File: config.mk
export PLATFORM = sky130hd
export DESIGN_NAME = serv_rf_ram_if_np
export DESIGN_NICKNAME = d
export VERILOG_FILES = /design/src/rtl/serv_rf_ram_if_np_pkg.sv /design/src/rtl/serv_rf_ram_if_np_rdbuf.sv /design/src/rtl/serv_rf_ram_if_np.sv
export SDC_FILE = /design/constraint.sdc
export NUM_CORES = 1
export LEC_CHECK = 0
export CORE_MARGIN = 1.5
export CORE_UTILIZATION = 50
export DETAILED_ROUTE_END_ITERATION = 8
export GPL_TIMING_DRIVEN = 0
export HOLD_SLACK_MARGIN = 0.06
export PLACE_DENSITY = 0.77
export SETUP_SLACK_MARGIN = 0.05
export SLEW_MARGIN = 10
export SYNTH_ARGS = -nofsm -noshare
export SYNTH_HDL_FRONTEND = slang
export SYNTH_HIERARCHICAL = 1
export SYNTH_SLANG_ARGS = --single-unit
File: constraint.sdc
create_clock -name i_clk -period 5.5 [get_ports i_clk]
set_input_delay 1.1 -clock i_clk [delete_from_list [all_inputs] [get_ports i_clk]]
set_output_delay 1.1 -clock i_clk [all_outputs]
set_load 0.03 [all_outputs]
File: src/rtl/serv_rf_ram_if_np_pkg.sv
`default_nettype none
// serv_rf_ram_if_np_pkg -- shared geometry helpers for the serial RF RAM bridge.
// Revision 1.0
package serv_rf_ram_if_np_pkg;

  localparam int REG_ID_W = 6;

  typedef logic [REG_ID_W-1:0] reg_id_t;

  function automatic int rf_wpr(input int w);
    return 32 / w;
  endfunction

  function automatic int rf_depth(input int w, input int csr_regs);
    return (32 + csr_regs) * (32 / w);
  endfunction

  function automatic int rf_aw(input int w, input int csr_regs);
    return $clog2(rf_depth(w, csr_regs));
  endfunction

endpackage
`default_nettype wire

File: src/rtl/serv_rf_ram_if_np_rdbuf.sv
`default_nettype none
// serv_rf_ram_if_np_rdbuf -- one read port: staging word, output shifter and x0 zero mask.
// Revision 1.0
module serv_rf_ram_if_np_rdbuf #(
  parameter int CW = 4,
  parameter int W  = 8
) (
  input  logic          clk,
  input  logic          cap,
  input  logic          load,
  input  logic          stream,
  input  logic          zero,
  input  logic [W-1:0]  rdata,
  output logic [CW-1:0] data
);

  logic [W-1:0] stage;
  logic [W-1:0] shreg;

  // The last port's word arrives on the same edge it must be loaded, so bypass the stage.
  always_ff @(posedge clk) begin
    if (cap)
      stage <= rdata;
    if (load)
      shreg <= cap ? rdata : stage;
    else if (stream)
      shreg <= shreg >> CW;
  end

  assign data = (stream && !zero) ? shreg[CW-1:0] : '0;

endmodule
`default_nettype wire

File: src/rtl/serv_rf_ram_if_np.sv
`default_nettype none
// serv_rf_ram_if_np -- NRP serial read ports and two serial write ports onto a 1R1W RAM.
// Revision 1.0 -- register x0 reads as zero and ignores writes.
module serv_rf_ram_if_np
  import serv_rf_ram_if_np_pkg::*;
#(
  parameter int CW       = 4,
  parameter int NRP      = 2,
  parameter int csr_regs = 4,
  localparam int W       = NRP * CW,
  localparam int AW      = rf_aw(NRP * CW, csr_regs)
) (
  input  logic                    i_clk,
  input  logic                    i_rst_n,
  input  logic                    i_rreq,
  input  logic [NRP*REG_ID_W-1:0] i_rreg,
  output logic                    o_ready,
  output logic [NRP*CW-1:0]       o_rdata,
  input  logic                    i_wreq,
  input  logic [REG_ID_W-1:0]     i_wreg0,
  input  logic [REG_ID_W-1:0]     i_wreg1,
  input  logic                    i_wen0,
  input  logic                    i_wen1,
  input  logic [CW-1:0]           i_wdata0,
  input  logic [CW-1:0]           i_wdata1,
  output logic [AW-1:0]           o_waddr,
  output logic [W-1:0]            o_wdata,
  output logic                    o_wen,
  output logic [AW-1:0]           o_raddr,
  output logic                    o_ren,
  input  logic [W-1:0]            i_rdata
);

  localparam int WPR = rf_wpr(W);
  localparam int N   = 32 / CW;
  localparam int SW  = $clog2(NRP);
  localparam int RCW = $clog2(NRP + N + 2);
  localparam int WCW = $clog2(N + 3);

  localparam logic [RCW-1:0] R_ONE   = RCW'(1);
  localparam logic [RCW-1:0] R_TWO   = RCW'(2);
  localparam logic [RCW-1:0] R_N     = RCW'(N);
  localparam logic [RCW-1:0] R_NP1   = RCW'(N + 1);
  localparam logic [RCW-1:0] R_READY = RCW'(NRP + 1);
  localparam logic [RCW-1:0] R_OUT   = RCW'(NRP + 2);
  localparam logic [RCW-1:0] R_LAST  = RCW'(NRP + 1 + N);

  localparam logic [WCW-1:0] W_ONE  = WCW'(1);
  localparam logic [WCW-1:0] W_TWO  = WCW'(2);
  localparam logic [WCW-1:0] W_N    = WCW'(N);
  localparam logic [WCW-1:0] W_LAST = WCW'(N + 2);

  // rcnt holds the cycle number of the read sequence (0 = idle).
  logic [RCW-1:0] rcnt;
  reg_id_t        rreg [NRP];

  always_ff @(posedge i_clk or negedge i_rst_n) begin
    if (!i_rst_n) begin
      rcnt <= '0;
      for (int p = 0; p < NRP; p++)
        rreg[p] <= '0;
    end else if (rcnt == '0) begin
      if (i_rreq) begin
        rcnt <= R_ONE;
        for (int p = 0; p < NRP; p++)
          rreg[p] <= i_rreg[REG_ID_W*p +: REG_ID_W];
      end
    end else if (rcnt == R_LAST) begin
      rcnt <= '0;
    end else begin
      rcnt <= rcnt + 1'b1;
    end
  end

  logic [RCW-1:0] ridx;
  logic [RCW-1:0] cidx;
  logic [SW-1:0]  rslot;
  logic [SW-1:0]  cslot;
  logic           cap_win;
  logic           load;
  logic           stream;

  always_comb begin
    ridx    = rcnt - R_ONE;
    cidx    = rcnt - R_TWO;
    rslot   = ridx[SW-1:0];
    cslot   = cidx[SW-1:0];
    o_ren   = (rcnt >= R_ONE) && (rcnt <= R_N);
    o_raddr = AW'(rreg[rslot]) * AW'(WPR) + AW'(ridx >> SW);
    o_ready = (rcnt == R_READY);
    cap_win = (rcnt >= R_TWO) && (rcnt <= R_NP1);
    load    = (rcnt >= R_READY) && (rcnt <= R_NP1) && (rslot == '0);
    stream  = (rcnt >= R_OUT) && (rcnt <= R_LAST);
  end

  generate
    for (genvar p = 0; p < NRP; p++) begin : g_rdport
      serv_rf_ram_if_np_rdbuf #(
        .CW (CW),
        .W  (W)
      ) u_rdbuf (
        .clk    (i_clk),
        .cap    (cap_win && (cslot == SW'(p))),
        .load   (load),
        .stream (stream),
        .zero   (rreg[p] == '0),
        .rdata  (i_rdata),
        .data   (o_rdata[CW*p +: CW])
      );
    end
  endgenerate

  logic [WCW-1:0] wcnt;
  reg_id_t        wreg0;
  reg_id_t        wreg1;
  logic           wen0_pend;
  logic           wen1_mid;
  logic           wen1_pend;
  logic [W-1:0]   acc0;
  logic [W-1:0]   acc1;
  logic [W-1:0]   hold1;
  logic           w_in_seq;
  logic           w_word_end;
  logic [WCW-1:0] wj0;
  logic [WCW-1:0] wj1;

  always_comb begin
    w_in_seq   = (wcnt >= W_ONE) && (wcnt <= W_N);
    w_word_end = w_in_seq && (wcnt[SW-1:0] == '0);
    wj0        = ((wcnt - W_ONE) >> SW) - W_ONE;
    wj1        = ((wcnt - W_TWO) >> SW) - W_ONE;
  end

  always_ff @(posedge i_clk or negedge i_rst_n) begin
    if (!i_rst_n) begin
      wcnt      <= '0;
      wreg0     <= '0;
      wreg1     <= '0;
      wen0_pend <= 1'b0;
      wen1_mid  <= 1'b0;
      wen1_pend <= 1'b0;
    end else begin
      if (wcnt == '0) begin
        if (i_wreq) begin
          wcnt  <= W_ONE;
          wreg0 <= i_wreg0;
          wreg1 <= i_wreg1;
        end
      end else if (wcnt == W_LAST) begin
        wcnt <= '0;
      end else begin
        wcnt <= wcnt + 1'b1;
      end
      wen0_pend <= w_word_end && i_wen0 && (wreg0 != '0);
      wen1_mid  <= w_word_end && i_wen1 && (wreg1 != '0);
      wen1_pend <= wen1_mid;
    end
  end

  // Port 1 words are delayed one cycle through hold1 so they never share a slot with port 0.
  always_ff @(posedge i_clk) begin
    if (w_in_seq) begin
      acc0 <= {i_wdata0, acc0[W-1:CW]};
      acc1 <= {i_wdata1, acc1[W-1:CW]};
    end
    if (wen1_mid)
      hold1 <= acc1;
  end

  always_comb begin
    o_wen = wen0_pend || wen1_pend;
    if (wen1_pend) begin
      o_waddr = AW'(wreg1) * AW'(WPR) + AW'(wj1);
      o_wdata = hold1;
    end else begin
      o_waddr = AW'(wreg0) * AW'(WPR) + AW'(wj0);
      o_wdata = acc0;
    end
  end

endmodule
`default_nettype wire
# After elaboration in Yosys (flattened, before gate mapping)
# Index checks and enable logic that the tools add are counted.
# totals
reg_bits	91
input_bits	46
# op_classes
magnitude_cmp	10
n_reduce_logical	27
add_sub_neg	11
n_bitwise	4
mux	19
eq_ne	5
# ops
operator	count
2-to-1 mux 8 bit	8
2-to-1 mux 4 bit	8
2-to-1 mux 6 bit	3
adder 8 x 4 -> 8 bit	2
less-or-equal comparator 4 bit, second input constant	4
logical AND 1 bit	15
logical NOT 6 bit	2
nonzero test 6 bit	2
adder 4 x 1 -> 4 bit, second input constant	2
adder 8 x 3 -> 8 bit	1
== test 4 bit, second input constant	2
>= comparator 4 x 1 -> 1 bit, second input constant	2
>= comparator 4 x 2 -> 1 bit, second input constant	2
logical NOT 4 bit	2
subtractor 3 x 1 -> 4 bit, second input constant	2
subtractor 4 x 1 -> 4 bit, second input constant	2
== test 4 x 2 -> 1 bit, second input constant	1
>= comparator 4 x 3 -> 1 bit, second input constant	1
inequality test 2 bit, second input constant	2
AND reduction 2 bit	2
subtractor 4 x 2 -> 4 bit, second input constant	1
inverter 1 bit	3
>= comparator 2 bit, second input constant	1
logical NOT 1 bit	2
4 further kinds	4

# Longest topological paths before layout
# Gate-level depths: netlist of run 1.
# depth
depth_word	6
mapped_depth	12
ltp_nobuf	12

# By module
# The synthesis of run 1 kept the hierarchy.
# by_module_without_submodules
module	instances	cells_per_inst	area_each_um2	seq_area_each_um2
serv_rf_ram_if_np	1	251	3166.8	1596.5
serv_rf_ram_if_np_rdbuf	2	40	643.1	400.4

# Worst setup path after synthesis of run 1
# Ideal clock, no wire load.
# synth_timing
path_kind	register to output
startpoint	register wcnt[1]
endpoint	output o_waddr[4]
path_stages_with_launch	10
t_required_ns	4.400
slack_ns	1.703
arrival_time_ns	2.697
cell_sequence	dfrtp_1 -> inv_1 -> ha_1 -> xnor2_1 -> ha_1 -> xnor2_1 -> ha_1 -> fa_1 -> xnor2_1 -> o21ai_0
# synth_via
elab_chain_len	4
# synth_lines
item	line_no	rtl
start: declaration	serv_rf_ram_if_np.sv:113	logic [WCW-1:0] wcnt;
start signal: assignment	serv_rf_ram_if_np.sv:152	wcnt <= wcnt + 1'b1;
subtractor 4 x 1 -> 4 bit or subtractor 4 x 2 -> 4 bit (tied branches)	serv_rf_ram_if_np.sv:130, serv_rf_ram_if_np.sv:131	
subtractor 3 x 1 -> 4 bit (on tied branches)	serv_rf_ram_if_np.sv:130, serv_rf_ram_if_np.sv:131	
adder 8 x 4 -> 8 bit (on tied branches)	serv_rf_ram_if_np.sv:176, serv_rf_ram_if_np.sv:173	
2-to-1 mux 8 bit *	serv_rf_ram_if_np.sv:172	if (wen1_pend) begin
end: declaration	serv_rf_ram_if_np.sv:26	output logic [AW-1:0] o_waddr,
# Every way passes the cells marked *; elsewhere a longest branch is shown, timed or not.

# Worst setup path after layout of run 1
# layout_timing
startpoint	register wcnt[1]
endpoint	output o_waddr[6]
# Same word-level chain as after synthesis.

==> metrics, run 1 <==
outcome=finished clean; CTS H-Tree Depth=3; most area-consuming cells after synthesis=edfxtp_1, dfrtp_1, mux2_2, mux2_4, dfxtp_1; post-placement cell count=520; GPL Wtd Cong=0.815; Setup Crit Path Kind=register to output pin; Achievable Freq=213 MHz; die area=9480 µm²; PnR worst setup slack=803 ps; dpl ws=1200 ps; FF-to-FF path depth=9; Vias/cell=5.19; setup bufs post-CTS=0; fin. max-slew vios=0; share of the synthesized area in the top cell type=27.0%; Num CTS Buffers=9; latest clock arrival within the worst-skew pair=350 ps; Synth top cells by count=edfxtp_1, dfrtp_1, mux2_2, mux2_4, ha_1; starting density of the core=51.3%; Crit. End Element=output pin; pin count of the biggest net entering global routing=20; number of flops mapped to enable cells by yosys=40; area leader, netlist=edfxtp_1; first-pass GRT wire length=14200 µm; Root Driver=clkbuf_8; drt initial violations=69; # hold bufs at CTS=0; sequential-to-total area share from yosys stat=53.8%; clk buf depth=2; nets=493; final cycle utilization of the critical path=85.4%; post-synthesis average cell area=13.5 µm²; Setup Skew=8.13 ps; CP required=4400 ps; GRT Util Overall=19.0%; Final Core Density=64.5%; antenna cells=0; clock slew at reported path FFs=90 ps; Hold Path Class=register to register; Buffers on Ports=80; max-cap violation count=0; Area Growth Syn to Fin=25.7%; Compound-Gate Fraction of Synth Area=4.10%; DRT Pass-1 Iters=4; syn nets=401; vias in the first global route=2990; critical-path maximum fanout=8; Yosys Warn Count=6; Tightest Pin Transition=903 ps; Chip Width=97.4 µm; register bit total from synthesis=91; main combinational cell family by area after synthesis=multiplexers; dpl hpwl=6490 µm; num rows=34; WL final=8500 µm; Final min period=4700 ps; Post-Synthesis Cells=331; ys async rst share=38.5%; global route overflow=0; Worst Setup SP=wcnt[1]$_DFFE_PN0P_; RSZ-0062 raised after global routing=no; TritonCTS clock tree=yes; CTS resizes=0; XOR/XNOR Fraction of Synth Area=4.33%; Arr. time, crit path=3600 ps; layout cells sized above 1=21.7%; Post-Synth Simple-Gate Area=9.02%; Final Non-Filler Cells=536; I/O Pins=81; Finish-stage setup viols=0; Adder-Cell Fraction of Synth Area=7.08%; cell area after synthesis=4450 µm²; initial antenna violation count=0; reg-to-reg startpoint=rcnt[0]$_DFFE_PN0P_; final setup TNS=0 ps; DRC=0; WL/cell=15.9 µm; reg-to-reg endpoint=g_rdport[1].u_rdbuf/shreg[7]$_SDFFCE_PN0P_; Clock Sinks=91; Hold Path Origin=acc1[3]$_DFFE_PP_; r2r setup slk=2830 ps; Vias=2782; Worst slew margin=39.8%; Antenna Nets Post-Route=0; Die H=97.4 µm; top_reg_cell synth=edfxtp_1; CP endpoint=o_waddr[6]; Worst setup SP type=register; CORE AREA=8680 µm²; Hold Fails Final Rpt=0; post-synthesis mux area share=19.0%; post-synthesis cell type count=37; top-count cell post-synth=edfxtp_1
layout make-up:
class / instances / area, µm²
inverters: 11 / 41.3
clock buffers: 9 / 124
well taps: 108 / 135
repair buffers: 81 / 823
plain buffers: 11 / 77.6
fillers: 687 / 3080
clock inverters: 7 / 58.8
multi-input cells: 218 / 1940
flip-flops and latches: 91 / 2400
registers in the layout (all words and copies together) (netlist names):
register / flops
wen0_pend: 1
acc0: 8
g_rdport.u_rdbuf/stage: 16
wen1_mid: 1
rcnt: 4
rreg: 12
wen1_pend: 1
wreg1: 6
g_rdport.u_rdbuf/shreg: 16
wcnt: 4
hold1: 8
acc1: 8
wreg0: 6
through the flow:
step                hold slack (ps)  instance area [µm²]
CTS                             430                 5600
global route                    445                 5600
finish                          428                 5600
detailed placement              407                 5420
global placement                401                 5390
floorplan                       400                 4450
cells in the final DEF, fill, tap and decap left out, types with 4 or more instances in the layout:
cell,instances
o21ai_0,13
or4_1,4
clkbuf_1,4
nor2_1,6
mux2_4,26
dfxtp_1,16
a21oi_1,8
clkbuf_8,9
nor3_1,6
nand4_1,5
xnor2_1,12
nor2b_1,4
clkdlybuf4s50_1,79
ha_1,22
and2_1,16
dfrtp_1,35
inv_1,11
mux2_2,35
nand2_1,20
edfxtp_1,40
buf_6,4
mux2i_1,6
xor2_1,10
nand3_1,4
layer usage:
metal	wire length [µm]	share of wire, %	global-route usage, %	vias up
li1	-	-	-	1358
met1	3770	44	23.6	1364
met2	4310	51	32.5	52
met3	321	3.8	4.96	8
met4	106	1.2	5.93	0
met5	0	0	0	-
worst min-delay path by stage:
stage / end / slack [ps] / cells past startpoint
floorplan: hold1[0]$_DFFE_PP_ / 400 / 0
global placement: hold1[2]$_DFFE_PP_ / 400 / 0
detailed placement: hold1[3]$_DFFE_PP_ / 410 / 0
CTS: hold1[3]$_DFFE_PP_ / 430 / 0
global route: hold1[1]$_DFFE_PP_ / 440 / 0
finish: hold1[3]$_DFFE_PP_ / 430 / 0
cells by family after synthesis:
group / count (synthesis)
buf+inv: 22
compound gates: 31
simple gates: 74
mux: 67
xor+xnor: 22
fa+ha+maj: 24
flops: 91
critical path, cell delays in order (launching register included):
cell	delay, ps
dfrtp_1	520
inv_1	160
ha_1	280
xnor2_1	170
ha_1	220
xnor2_1	130
ha_1	210
fa_1	420
nand3_1	120
xnor2_1	120
nor2_1	60
a21oi_1	140
clkdlybuf4s50_1	690
Power of run 1 is left out: the tool's default activity adds up to more than one toggle a clock period on the data nets, which glitch-free logic cannot reach.
==> run 2: changes to the inputs <==
--- a/config.mk
+++ b/config.mk
@@ -5,12 +5,14 @@
 export SDC_FILE = /design/constraint.sdc
 export NUM_CORES = 1
 export LEC_CHECK = 0
+export ABC_AREA = 1
 export CORE_MARGIN = 1.5
 export CORE_UTILIZATION = 50
+export CTS_BUF_LIST = sky130_fd_sc_hd__clkbuf_4 sky130_fd_sc_hd__clkbuf_8
 export DETAILED_ROUTE_END_ITERATION = 8
 export GPL_TIMING_DRIVEN = 0
 export HOLD_SLACK_MARGIN = 0.06
-export PLACE_DENSITY = 0.77
+export PLACE_DENSITY = 0.76
 export SETUP_SLACK_MARGIN = 0.05
 export SLEW_MARGIN = 10
 export SYNTH_ARGS = -nofsm -noshare
==> metrics, run 2 <==
Setup Crit Path Kind=register to output pin; Vias/cell=5.04 (-2.8%); met3 Usage GRT=2.77% (-2.2 points); TritonCTS clock tree=yes; Multi-input gate area=1850 µm² (-4.6%); cell area after synthesis=4590 µm² (+3.1%); CP required=4400 ps (about the same); global route overflow=0 (unchanged); outcome=finished with violations; vias in the first global route=3687 (+23%); I/O Pins=81 (unchanged); most frequent cells in the layout=nand2_1, clkdlybuf4s50_1, inv_1; antenna cells=0 (unchanged); area leader, netlist=edfxtp_1; Area Growth Syn to Fin=24.3%; syn nets=596 (+49%); main combinational cell family by area after synthesis=simple AND/OR/NAND/NOR gates; clk buf depth=2 (unchanged); Post-Synthesis Cells=526 (+59%); Clock Sinks=91 (unchanged); Die H=98.8 µm (+1.5%); busiest layer in global routing=met2; CTS resizes=0 (unchanged); most area-consuming cells after synthesis=edfxtp_1, dfrtp_1, nand2_1, dfxtp_1, ha_1; critical-path maximum fanout=7 (-1); top_reg_cell synth=edfxtp_1; post-synthesis cell type count=32 (-14%); pin count of the biggest net entering global routing=36 (+80%); leading cell type in the layout, fill and taps excluded=nand2_1; RSZ-0062 raised after global routing=no; top-count cell post-synth=nand2_1; # fillers=772 (+12%); DRC=7 (+7); register bit total from synthesis=91 (unchanged); CORE AREA=8810 µm² (+1.5%); DRT Pass-1 Iters=7 (+3); Arr. time, crit path=3740 ps (+140 ps); setup bufs post-CTS=0 (unchanged); die area=9770 µm² (+3.0%); Yosys Warn Count=6 (unchanged); Compound-Gate Fraction of Synth Area=5.15% (+1.0 points); GRT Util Overall=20.9% (+1.8 points); XOR/XNOR Fraction of Synth Area=3.73% (-0.59 points); Synth top cells by count=nand2_1, inv_1, edfxtp_1, nor2_1, nand3_1; Final min period=4840 ps (+140 ps); nets=687 (+39%); first-pass GRT wire length=16200 µm (+14%); sequential-to-total area share from yosys stat=52.2% (-1.6 points); share of the synthesized area in the top cell type=26.2% (-0.82 points); Worst setup SP type=register; starting density of the core=52.1% (+0.83 points); Worst slew margin=36.8% (-3.0 points); num rows=34 (unchanged); Achievable Freq=207 MHz (-2.9%); Post-Synth Simple-Gate Area=24.6% (+16 points); Tightest Pin Transition=948 ps (+45.2 ps); Hold Fails Final Rpt=0 (unchanged); GR Layer Usage met1=26.1% (+2.5 points); WL/cell=13.0 µm (-18%); Hold Path Class=register to register; layout cells sized above 1=7.07% (-15 points); Root Driver=clkbuf_8; PnR worst setup slack=663 ps (-140 ps); drt initial violations=126 (+83%); WL final=9520 µm (+12%); WHS=425 ps (-2.56 ps); Antenna Nets Post-Route=0 (unchanged); failing checks=design-rule violations; Num CTS Buffers=9 (unchanged); dpl hpwl=7230 µm (+11%); initial antenna violation count=0 (unchanged); post-synthesis average cell area=8.73 µm² (-35%); number of flops mapped to enable cells by yosys=40 (unchanged); max-cap violation count=0 (unchanged); final setup TNS=0 ps (unchanged); latest clock arrival within the worst-skew pair=360 ps (about the same); post-synthesis mux area share=0% (-19 points); Area after DPL=5520 µm² (+2.0%); Vias=3682 (+32%); Adder-Cell Fraction of Synth Area=6.87% (-0.21 points); Finish-stage setup viols=0 (unchanged); CTS H-Tree Depth=3 (unchanged); final cycle utilization of the critical path=87.9% (+2.5 points); ys async rst share=38.5% (unchanged); Buffers on Ports=80 (unchanged); Crit. End Element=output pin; # hold bufs at CTS=0 (unchanged); met2 Use GR=35.7% (+3.2 points); clock slew at reported path FFs=90 ps (about the same); Post-Layout Inst Area=5710 µm² (+1.9%); dpl ws=1090 ps (-105 ps); fin. max-slew vios=0 (unchanged); FF/Latch Area=2400 µm² (unchanged); Chip Width=98.8 µm (+1.5%); Largest regs=g_rdport.u_rdbuf/shreg (16), g_rdport.u_rdbuf/stage (16), rreg (12); GPL Wtd Cong=0.917 (+13%); Setup Skew=4.43 ps (-3.70 ps)
[run 2: cell types whose count changed in the layout (fill, tap and decap cells not counted), sizes merged, moves of 3 or more]
cell   change
a21oi     +15
and2       -9
inv       +55
mux2      -61
mux2i      -6
nand2    +154
nand3     +35
nand4      -3
nor2      +34
nor2b      -4
nor3       -4
o21ai      +5
or4        -4
xnor2      -6
[run 2: worst max-delay path: stages, from the launching register on]
cell             delay (ps)
dfrtp_1                 470
inv_1                   170
ha_1                    250
xnor2_1                 210
ha_1                    210
xnor3_1                 310
ha_1                    230
fa_1                    430
nand3_1                 120
xor2_1                  150
nand2_1                  60
o21ai_0                  80
clkdlybuf4s50_1         700
[run 2: per-layer routing]
metal,wire length [µm],vias to the layer above
met1,4250,1709
met5,0,-
met3,437,22
met4,281,0
li1,-,1848
met2,4550,103
[run 2: path summary, 6_finish.rpt]
kind                                           from                                          to  slack, ps  cells past startpoint
worst max-delay path            wcnt[1]$_DFFE_PN0P_                                  o_waddr[6]        660                     12
worst min-delay path              acc1[3]$_DFFE_PP_                          hold1[3]$_DFFE_PP_        430                      0
worst max register to register  rcnt[0]$_DFFE_PN0P_  g_rdport[0].u_rdbuf/shreg[5]$_SDFFCE_PN0P_       2490                      8
worst min register to register    acc1[3]$_DFFE_PP_                          hold1[3]$_DFFE_PP_        430                      0
max in group asynchronous                   i_rst_n                         rcnt[1]$_DFFE_PN0P_       4180                      1
min in group asynchronous                   i_rst_n                        wreg1[4]$_DFFE_PN0P_        820                      1
[run 2: final cells by class]
class | instances | area share [%]
plain buffers | 11 | 1.40
multi-input cells | 358 | 32.4
inverters | 66 | 4.60
flip-flops and latches | 91 | 42.0
clock inverters | 7 | 1.05
well taps | 108 | 2.37
clock buffers | 9 | 2.17
repair buffers | 80 | 13.9
[run 2: through the flow]
step                util (%)  instances
floorplan                  -        526
global placement        62.8        714
detailed placement      62.7        714
CTS                     64.8        730
global route            64.8        730
finish                  64.8        730
[run 2: cell families (layout without fill, tap and decap cells)]
group | after synthesis | after routing
and+or+nand+nor | 271 | 271
buffers and inverters | 77 | 173
AOI/OAI and AO/OA | 45 | 45
adders and majority gates | 24 | 24
DFF | 91 | 91
xor gates and xnor gates | 18 | 18
Power of run 2 is left out for the same reason.
==> run 3: changes to the inputs <==
--- a/config.mk
+++ b/config.mk
@@ -6,13 +6,12 @@
 export NUM_CORES = 1
 export LEC_CHECK = 0
 export ABC_AREA = 1
-export CORE_MARGIN = 1.5
 export CORE_UTILIZATION = 50
 export CTS_BUF_LIST = sky130_fd_sc_hd__clkbuf_4 sky130_fd_sc_hd__clkbuf_8
 export DETAILED_ROUTE_END_ITERATION = 8
+export DONT_BUFFER_PORTS = 1
 export GPL_TIMING_DRIVEN = 0
 export HOLD_SLACK_MARGIN = 0.06
-export PLACE_DENSITY = 0.76
 export SETUP_SLACK_MARGIN = 0.05
 export SLEW_MARGIN = 10
 export SYNTH_ARGS = -nofsm -noshare
==> metrics, run 3 (synthesis gave the netlist of run 2 again) <==
Worst Setup SP=wcnt[1]$_DFFE_PN0P_; layout cells sized above 1=7.93% (+0.86 points); Largest regs=g_rdport.u_rdbuf/shreg (16), g_rdport.u_rdbuf/stage (16), rreg (12); setup bufs post-CTS=0 (unchanged); Root Driver=clkbuf_8; GPL Wtd Cong=0.853 (-7.1%); antenna cells=0 (unchanged); failing checks=design-rule violations; I/O Pins=81 (unchanged); PnR worst setup slack=831 ps (+168 ps); critical-path maximum fanout=7 (unchanged); Antenna Nets Post-Route=0 (unchanged); CORE AREA=8810 µm² (unchanged); clk buf depth=2 (unchanged); Area Growth Syn to Fin=7.41%; Buffers on Ports=0 (-100%); Die H=97.8 µm (-1.0%); TritonCTS clock tree=yes; Worst slew margin=28.1% (-8.7 points); outcome=finished with violations; Clock Sinks=91 (unchanged); CTS resizes=0 (unchanged); Buf/Inv on CP=1 (-1); CP required=4400 ps (about the same); delay-heaviest family, CP=adder cells; most frequent cells in the layout=nand2_1, inv_1, nor2_1, edfxtp_1, nand3_1; Arr. time, crit path=3570 ps (-170 ps); drt initial violations=145 (+15%); final setup TNS=0 ps (unchanged); first-pass GRT wire length=15200 µm (-6.3%); Setup Crit Path Kind=register to output pin; die area=9570 µm² (-2.0%); dpl ws=1250 ps (+161 ps); WL/cell=13.8 µm (+6.1%); RSZ-0062 raised after global routing=no; latest clock arrival within the worst-skew pair=360 ps (about the same); # hold bufs at CTS=0 (unchanged); clock slew at reported path FFs=100 ps (about the same); starting density of the core=52.1% (unchanged); CP cell instances=inv_1 -> ha_1 -> xnor2_1 -> ha_1 -> xnor3_1 -> ha_1 -> fa_1 -> xnor2_1 -> o21ai_0; leading cell type in the layout, fill and taps excluded=nand2_1; Crit. End Element=output pin; DRC=16 (+9); Final min period=4670 ps (-168 ps); WL final=8990 µm (-5.5%); Vias/cell=5.04 (about the same); vias in the first global route=3191 (-13%); Chip Width=97.8 µm (-1.0%); final cycle utilization of the critical path=84.9% (-3.0 points); Tightest Pin Transition=1070 ps (+120 ps); CTS H-Tree Depth=3 (unchanged); GRT Util Overall=20.2% (-0.66 points); DRT Pass-1 Iters=6 (-1); Setup Skew=6.61 ps (+2.18 ps); Finish-stage setup viols=0 (unchanged); Num CTS Buffers=9 (unchanged); Worst path max stage delay=750 ps (+50 ps); Achievable Freq=214 MHz (+3.6%); Final Core Density=56.0% (-8.8 points); Worst setup SP type=register; max-cap violation count=0 (unchanged); Vias=3277 (-11%); fin. max-slew vios=0 (unchanged); nets=607 (-12%); num rows=34 (unchanged); dpl hpwl=6710 µm (-7.2%); pin count of the biggest net entering global routing=36 (unchanged); initial antenna violation count=0 (unchanged); reg-to-reg startpoint=rcnt[0]$_DFFE_PN0P_; Most Frequent Cell on Critical Path=ha_1; Hold Path Class=input pin to async pin; Hold Fails Final Rpt=0 (unchanged); Slowest cell on crit path=o21ai_0; global route overflow=0 (unchanged)
-- run 3: cell types whose count changed in the layout (fill, tap and decap cells not counted) --
cell and delta:
bufinv_16 +1, buf_2 -1, clkdlybuf4s50_1 -79, clkinv_4 -1
-- run 3: worst paths after layout --
| check | to | depth (start not counted) | slack, ps |
|---|---|---|---|
| setup / recovery | o_waddr[4] | 9 | 830 |
| hold reg to reg | hold1[2]$_DFFE_PP_ | 0 | 430 |
| setup reg to reg | g_rdport[0].u_rdbuf/shreg[7]$_SDFFCE_PN0P_ | 8 | 2570 |
| min in group i_clk | hold1[2]$_DFFE_PP_ | 0 | 430 |
| max in group asynchronous | rreg[5]$_DFFE_PN0P_ | 0 | 4990 |
| hold / removal | wreg1[5]$_DFFE_PN0P_ | 0 | 420 |
-- run 3: layout make-up --
| cell class | count | area, µm² |
|---|---|---|
| fill | 813 | 3870 |
| buffer | 11 | 80.1 |
| clock buffer | 9 | 124 |
| sequential | 91 | 2400 |
| tap | 108 | 135 |
| clock inverter | 7 | 81.3 |
| multi-input combinational | 358 | 1850 |
| inverter | 66 | 263 |
-- run 3: metrics by stage --
step           std cells  instance area [µm²]  hold slack [ps]
2_1_floorplan        526                 4590              400
3_3_place_gp         634                 4730              402
3_5_place_dp         634                 4730              414
4_1_cts              650                 4930              402
5_1_grt              650                 4930              394
6_report             650                 4930              421
-- run 3: routing by layer --
layer,track usage [%],vias up,share of wire (%)
met5,0,-,0
met4,5.24,0,0.98
met3,5.30,8,5.6
met2,33.0,59,47
met1,26.8,1522,46
li1,-,1688,-
Power of run 3 is left out for the same reason.
